## src/rtl/esn_pkg.sv

```systemverilog
// Shared constants and FSM state type for the ESN readout dump path.
package esn_pkg;

  localparam int unsigned WORD_W    = 32;
  localparam int unsigned N_OUT     = 8;
  localparam logic [15:0] TAG       = 16'hE5A0;
  localparam int unsigned FRAME_LEN = N_OUT + 3;
  localparam int unsigned IDX_W     = (N_OUT > 1) ? $clog2(N_OUT) : 1;

  typedef enum logic [2:0] {
    IDLE,
    HDR,
    EST,
    WGT,
    CSUM
  } state_t;

endpackage

```

## src/rtl/esn_wout_dump.sv

```systemverilog
// Snapshots est and W_out on request and streams them as a framed, XOR-checksummed
// word sequence over a valid/ready link; all stream outputs are registered.
module esn_wout_dump
  import esn_pkg::*;
(
  input  logic                    clk,
  input  logic                    rst_N,
  input  logic                    ce,
  input  logic                    snap,
  input  logic [WORD_W-1:0]       est,
  input  logic [N_OUT*WORD_W-1:0] W_out,
  output logic [WORD_W-1:0]       m_data,
  output logic                    m_valid,
  input  logic                    m_ready,
  output logic                    m_last,
  output logic                    busy,
  output logic [7:0]              seq,
  output logic [7:0]              drop_cnt
);

  state_t            state_reg;
  logic [IDX_W-1:0]  idx_reg;
  logic [WORD_W-1:0] csum_reg;
  logic [WORD_W-1:0] shadow_est_reg;
  logic [WORD_W-1:0] shadow_w_reg [N_OUT];
  logic [WORD_W-1:0] w_in [N_OUT];

  logic              beat;
  logic              req;
  logic              accept;
  logic              drop;
  logic              idx_last;
  logic [IDX_W-1:0]  idx_inc;
  logic [7:0]        seq_hdr;
  logic [WORD_W-1:0] hdr_word;
  logic [WORD_W-1:0] w_cur;

  genvar gi;
  generate
    for (gi = 0; gi < N_OUT; gi++) begin : g_unpack
      assign w_in[gi] = W_out[gi*WORD_W +: WORD_W];
    end
  endgenerate

  assign beat     = m_valid && m_ready;
  assign req      = snap && ce;
  // A back-to-back accept is only legal on the very edge that retires the checksum.
  assign accept   = req && ((state_reg == IDLE) || ((state_reg == CSUM) && beat));
  assign drop     = req && !accept;
  assign idx_last = (idx_reg == IDX_W'(N_OUT - 1));
  assign idx_inc  = idx_reg + 1'b1;
  assign w_cur    = shadow_w_reg[idx_reg];
  // seq advances on the same edge as a back-to-back accept, so the header uses the new value.
  assign seq_hdr  = (state_reg == CSUM) ? (seq + 8'd1) : seq;
  assign hdr_word = {TAG, seq_hdr, 8'(N_OUT)};

  always_ff @(posedge clk or negedge rst_N) begin
    if (!rst_N) begin
      state_reg      <= IDLE;
      idx_reg        <= '0;
      csum_reg       <= '0;
      shadow_est_reg <= '0;
      for (int i = 0; i < N_OUT; i++) shadow_w_reg[i] <= '0;
      m_data         <= '0;
      m_valid        <= 1'b0;
      m_last         <= 1'b0;
      busy           <= 1'b0;
      seq            <= 8'd0;
      drop_cnt       <= 8'd0;
    end else begin
      if (drop && (drop_cnt != 8'hFF)) drop_cnt <= drop_cnt + 8'd1;

      if (accept) begin
        shadow_est_reg <= est;
        for (int i = 0; i < N_OUT; i++) shadow_w_reg[i] <= w_in[i];
      end

      case (state_reg)
        IDLE: begin
          if (accept) begin
            state_reg <= HDR;
            m_data    <= hdr_word;
            csum_reg  <= hdr_word;
            m_valid   <= 1'b1;
            m_last    <= 1'b0;
            busy      <= 1'b1;
          end
        end
        HDR: begin
          if (beat) begin
            state_reg <= EST;
            m_data    <= shadow_est_reg;
          end
        end
        EST: begin
          if (beat) begin
            state_reg <= WGT;
            idx_reg   <= '0;
            m_data    <= shadow_w_reg[0];
            csum_reg  <= csum_reg ^ shadow_est_reg;
          end
        end
        WGT: begin
          if (beat) begin
            csum_reg <= csum_reg ^ w_cur;
            if (idx_last) begin
              state_reg <= CSUM;
              m_data    <= csum_reg ^ w_cur;
              m_last    <= 1'b1;
            end else begin
              idx_reg <= idx_inc;
              m_data  <= shadow_w_reg[idx_inc];
            end
          end
        end
        CSUM: begin
          if (beat) begin
            seq    <= seq + 8'd1;
            m_last <= 1'b0;
            if (accept) begin
              state_reg <= HDR;
              m_data    <= hdr_word;
              csum_reg  <= hdr_word;
            end else begin
              state_reg <= IDLE;
              m_data    <= '0;
              m_valid   <= 1'b0;
              busy      <= 1'b0;
            end
          end
        end
        default: state_reg <= IDLE;
      endcase
    end
  end

endmodule

```

## config.mk

```make
export PLATFORM = sky130hd
export DESIGN_NAME = esn_wout_dump
export DESIGN_NICKNAME = d
export VERILOG_FILES = /design/src/rtl/esn_pkg.sv /design/src/rtl/esn_wout_dump.sv
export SDC_FILE = /design/constraint.sdc
export NUM_CORES = 1
export LEC_CHECK = 0
export CAP_MARGIN = 20
export CORE_ASPECT_RATIO = 1.5
export CORE_MARGIN = 2
export CORE_UTILIZATION = 40
export CTS_BUF_LIST = sky130_fd_sc_hd__clkbuf_2
export DETAILED_ROUTE_END_ITERATION = 10
export GPL_TIMING_DRIVEN = 0
export HOLD_SLACK_MARGIN = 0.03
export PLACE_DENSITY = 0.7
export SLEW_MARGIN = 40
export SYNTH_ARGS = -nofsm -noshare
export SYNTH_HDL_FRONTEND = slang
export SYNTH_SLANG_ARGS = --single-unit
```

## constraint.sdc

```tcl
create_clock -name clk -period 4.6 [get_ports clk]
set_input_delay 0.46 -clock clk [delete_from_list [all_inputs] [get_ports clk]]
set_output_delay 0.46 -clock clk [all_outputs]
set_load 0.01 [all_outputs]
```

==> flow_summary_export.csv <==
group,metric,value,unit
floorplanning,die_w,189,um
timing,grt_setup_unrepaired,"no",
place,dpl_worst_slack,1.21,ns
worst_setup_path,timing.critical_path.arrival,3.92,ns
logic_synthesis,synth.yosys.seq_area_share,0.458,
route,num_vias,20668,
logic_synthesis,synth.largest_area_cell,"dfrtp_1",
timing,final_setup_violations,0,
cts,root_buffer,"clkbuf_2",
floorplanning,area_of_the_die,0.0532,mm2
worst_hold_path,hold_endpoint,"shadow_w_reg[182]$_DFFE_PN0N_",
grt,grt_overflow_total,0,
power,power.density_cell_area,662,mW/mm2
timing,finalMaxSlewViolations,0,
worst_setup_path,timing.critical_path.to_type,"flop",
cells_and_area,proportion_of_layout_cells_with_a_drive_suffix_above_1,0.119,
cells_and_area,area_growth_syn_to_layout,39.5,%
logic_synthesis,synth.most_common_cell,"nand2_1",
route,detailedRoute.firstIterationViolations,1969,
timing,tightest_slew,0.886,ns
floorplanning,floorplan.die.height,282,um
route,route.detailed.drc,0,
worst_setup_path,reg2reg_slack,1.59,ns
cells_and_area,finish.net_count,3181,
floorplanning,initial_utilization,0.405,
place,placed_area,0.0250,mm2
logic_synthesis,netlist_area,0.0205,mm2
logic_synthesis,ys_ff_latch,376,
logic_synthesis,number_of_enable_flip_flop_cells_after_synthesis,0,
logic_synthesis,ys_types,68,
worst_setup_path,worst_setup_path_startpoint,"idx_reg[1]$_DFFE_PN0P_",
timing,final.setup_skew,0.0709,ns
worst_hold_path,hold_path_depth,3,
power,max_ir_drop_vdd,0.342,mV
floorplanning,placement_rows,101,
cells_and_area,multi_input_comb_area,0.0104,mm2
route,vias_per_cell,5.70,
logic_synthesis,ys_dominant_reg_cell,"dfrtp_1",
cts,clock_path_buffers,3,
cts,number_of_buffers_created_by_cts,94,
cells_and_area,finish.instance_area,0.0287,mm2
worst_setup_path,crit_fanout,10,
logic_synthesis,yosysTopAreaCellShare,0.458,
power,power.static_leakage,13.0,nW
logic_synthesis,ys_top_cells_by_area,"dfrtp_1 46%, nand2_1 17%, mux4_2 14%, mux2i_1 2.5%, clkbuf_1 1.8%",
place,globalplace.congestion,0.940,
cells_and_area,sequential_cell_area,0.00941,mm2
cts,path_clk_slew,0.11,ns
grt,grt.total_usage,0.334,
worst_hold_path,min-delay-start,"W_out[86]",
route,postRouteWirelength,89200,um
cts,cts.repair_timing.setup_buffer_count,0,
worst_setup_path,path_class,"reg -> reg",
logic_synthesis,ys.warnings.count,0,
power,power.share.sequential,0.352,
timing,setup_slack,1.59,ns
power,power.internal,10.5,mW
logic_synthesis,syn-instance-count,2159,
grt,grt_antenna_before_repair,1,
floorplanning,design.core.area,0.0507,mm2
cts,clock_latency,1.08,ns
logic_synthesis,synth_commonest_cells,"922 x nand2_1, 376 x dfrtp_1, 126 x mux4_2",
power,comb_power_share,0.523,
timing,fmax,0.332,GHz
worst_hold_path,worst_min_path_class,"in -> reg",
worst_setup_path,reg2reg_to,"m_data[8]$_DFFE_PN0P_",
power,total_net_switching_power,8.44,mW
cts,cts_tree,"done",
logic_synthesis,synth_area_per_cell,9.51,um2
place,io_buffers,343,
logic_synthesis,postSynth.asyncResetShare,1.00,
route,dr.pass1.iters,5,
worst_setup_path,depth_of_the_worst_register_to_register_path,7,
place,hpwlAfterDp,66100,um
route,routedWlPerCell,24.6,um
timing,timing.final.hold_violations,0,
worst_setup_path,timing.rr.start,"idx_reg[1]$_DFFE_PN0P_",
grt,grt_max_degree,73,
cells_and_area,largest_reg_flops,256,
power,switching_share,0.445,
timing,final_period_util,0.655,
cts,number_of_sinks_handled_by_clock_tree_synthesis,376,
power,power_frac_clock,0.125,
worst_setup_path,startpoint_type,"flop",
cells_and_area,nFillCells,4293,
status,status,"complete, no violations",
logic_synthesis,postSynthNetCount,2456,
worst_setup_path,crit_required,5.51,ns
grt,first_global_vias,21292,
grt,grt_pass1_wl,132000,um
timing,slew_headroom,0.405,
floorplanning,io_pins,344,
route,antenna_violating_nets_post_route,0,
run,timing.max_cap.violations,0,
cts,cts_htree_levels,3,
timing,min_cycle_time_layout,3.01,ns
## cells by family (layout without fill, tap and decap cells)
family                     Yosys count  in the layout  share of synthesized area
xor gates and xnor gates            60             60                     0.0256
muxes                              199            199                      0.179
buffers and inverters              169            966                     0.0367
DFF                                376            376                      0.458
and+or+nand+nor                   1062           1062                      0.203
AOI/OAI and AO/OA                  289            289                     0.0947
adders and majority gates            4              4                    0.00244
other                                0              3                          0
## per-stage QoR
stage	hold slack [ns]	cells	utilization	TNS, ns	power, mW
after floorplan	0.164	2159	-	0	12.5
after global placement	0.471	3171	0.490	-5046.45	15.8
after detailed placement	0.385	3177	0.493	0	16.2
after CTS	0.0327	3624	0.565	0	18.7
after global routing	0.0345	3626	0.565	0	19.9
final	0.0439	3628	0.565	0	19.0
## worst max path at each step
stage | end | slack [ns]
6_report | m_data[8]$_DFFE_PN0P_ | 1.59
5_1_grt | m_data[10]$_DFFE_PN0P_ | 1.47
3_3_place_gp | shadow_est_reg[12]$_DFFE_PN0N_ | -13.47
4_1_cts | m_data[8]$_DFFE_PN0P_ | 1.66
2_1_floorplan | m_data[10]$_DFFE_PN0P_ | 2.32
3_5_place_dp | m_data[14]$_DFFE_PN0P_ | 1.21
## critical path, cell delays in order, from the launching register on
cell and delay, ns:
dfrtp_1 0.44, ha_1 0.28, buf_2 0.25, buf_4 0.34, mux4_2 0.56, a211oi_1 0.68, a2111o_1 0.21, o31ai_1 0.07
## power by group through the flow
stage | Sequential, mW | Combinational (mW) | Clock, mW
floorplan | 5.94 | 6.52 | 0
global placement | 6.50 | 9.33 | 0
detailed placement | 6.63 | 9.52 | 0
CTS | 6.57 | 9.76 | 2.38
global route | 6.79 | 10.6 | 2.55
finish | 6.67 | 9.93 | 2.37
## per-layer routing
| metal | GRT usage | vias up | wire length (um) |
|---|---|---|---|
| met5 | 0 | - | 0 |
| met4 | 0.229 | 0 | 6820 |
| met3 | 0.0615 | 344 | 7140 |
| met2 | 0.571 | 1323 | 44100 |
| met1 | 0.380 | 10058 | 31100 |
| li1 | - | 8943 | - |
## layout make-up
class,count,share of cell area
flip-flops and latches,376,0.328
plain buffers,160,0.0253
multi-input cells,1614,0.362
clock inverters,42,0.00786
well taps,669,0.0292
clock buffers,126,0.0220
repair buffers,629,0.224
inverters,9,0.00118
diodes,3,0.000262
## repair_timing
item,CTS,global route
hold buffers,279,0
hold endpoints to repair,389,0
gates resized for setup,0,0
## placed cells by master, fill, tap and decap left out, types with 6 or more instances in the layout
| cell | count |
|---|---|
| o22ai_1 | 8 |
| a22o_1 | 19 |
| dfrtp_1 | 376 |
| a2111oi_0 | 14 |
| xnor2_1 | 37 |
| nand2_1 | 922 |
| nand2b_1 | 9 |
| mux2i_1 | 52 |
| xor2_1 | 23 |
| o21ai_0 | 50 |
| buf_2 | 42 |
| nor2b_1 | 8 |
| a21o_1 | 14 |
| a221oi_1 | 15 |
| o211ai_1 | 19 |
| buf_16 | 6 |
| o221ai_1 | 8 |
| nor2_1 | 64 |
| clkdlybuf4s50_1 | 342 |
| dlygate4sd3_1 | 278 |
| o21ai_1 | 25 |
| inv_1 | 8 |
| clkbuf_2 | 130 |
| a21oi_1 | 50 |
| buf_1 | 6 |
| clkinv_1 | 31 |
| mux4_2 | 126 |
| buf_6 | 8 |
| nand3_1 | 13 |
| o32ai_1 | 7 |
| a22oi_1 | 26 |
| nor3_1 | 17 |
| mux2i_2 | 12 |
| clkbuf_1 | 97 |
(Power assumes the default switching activity.)
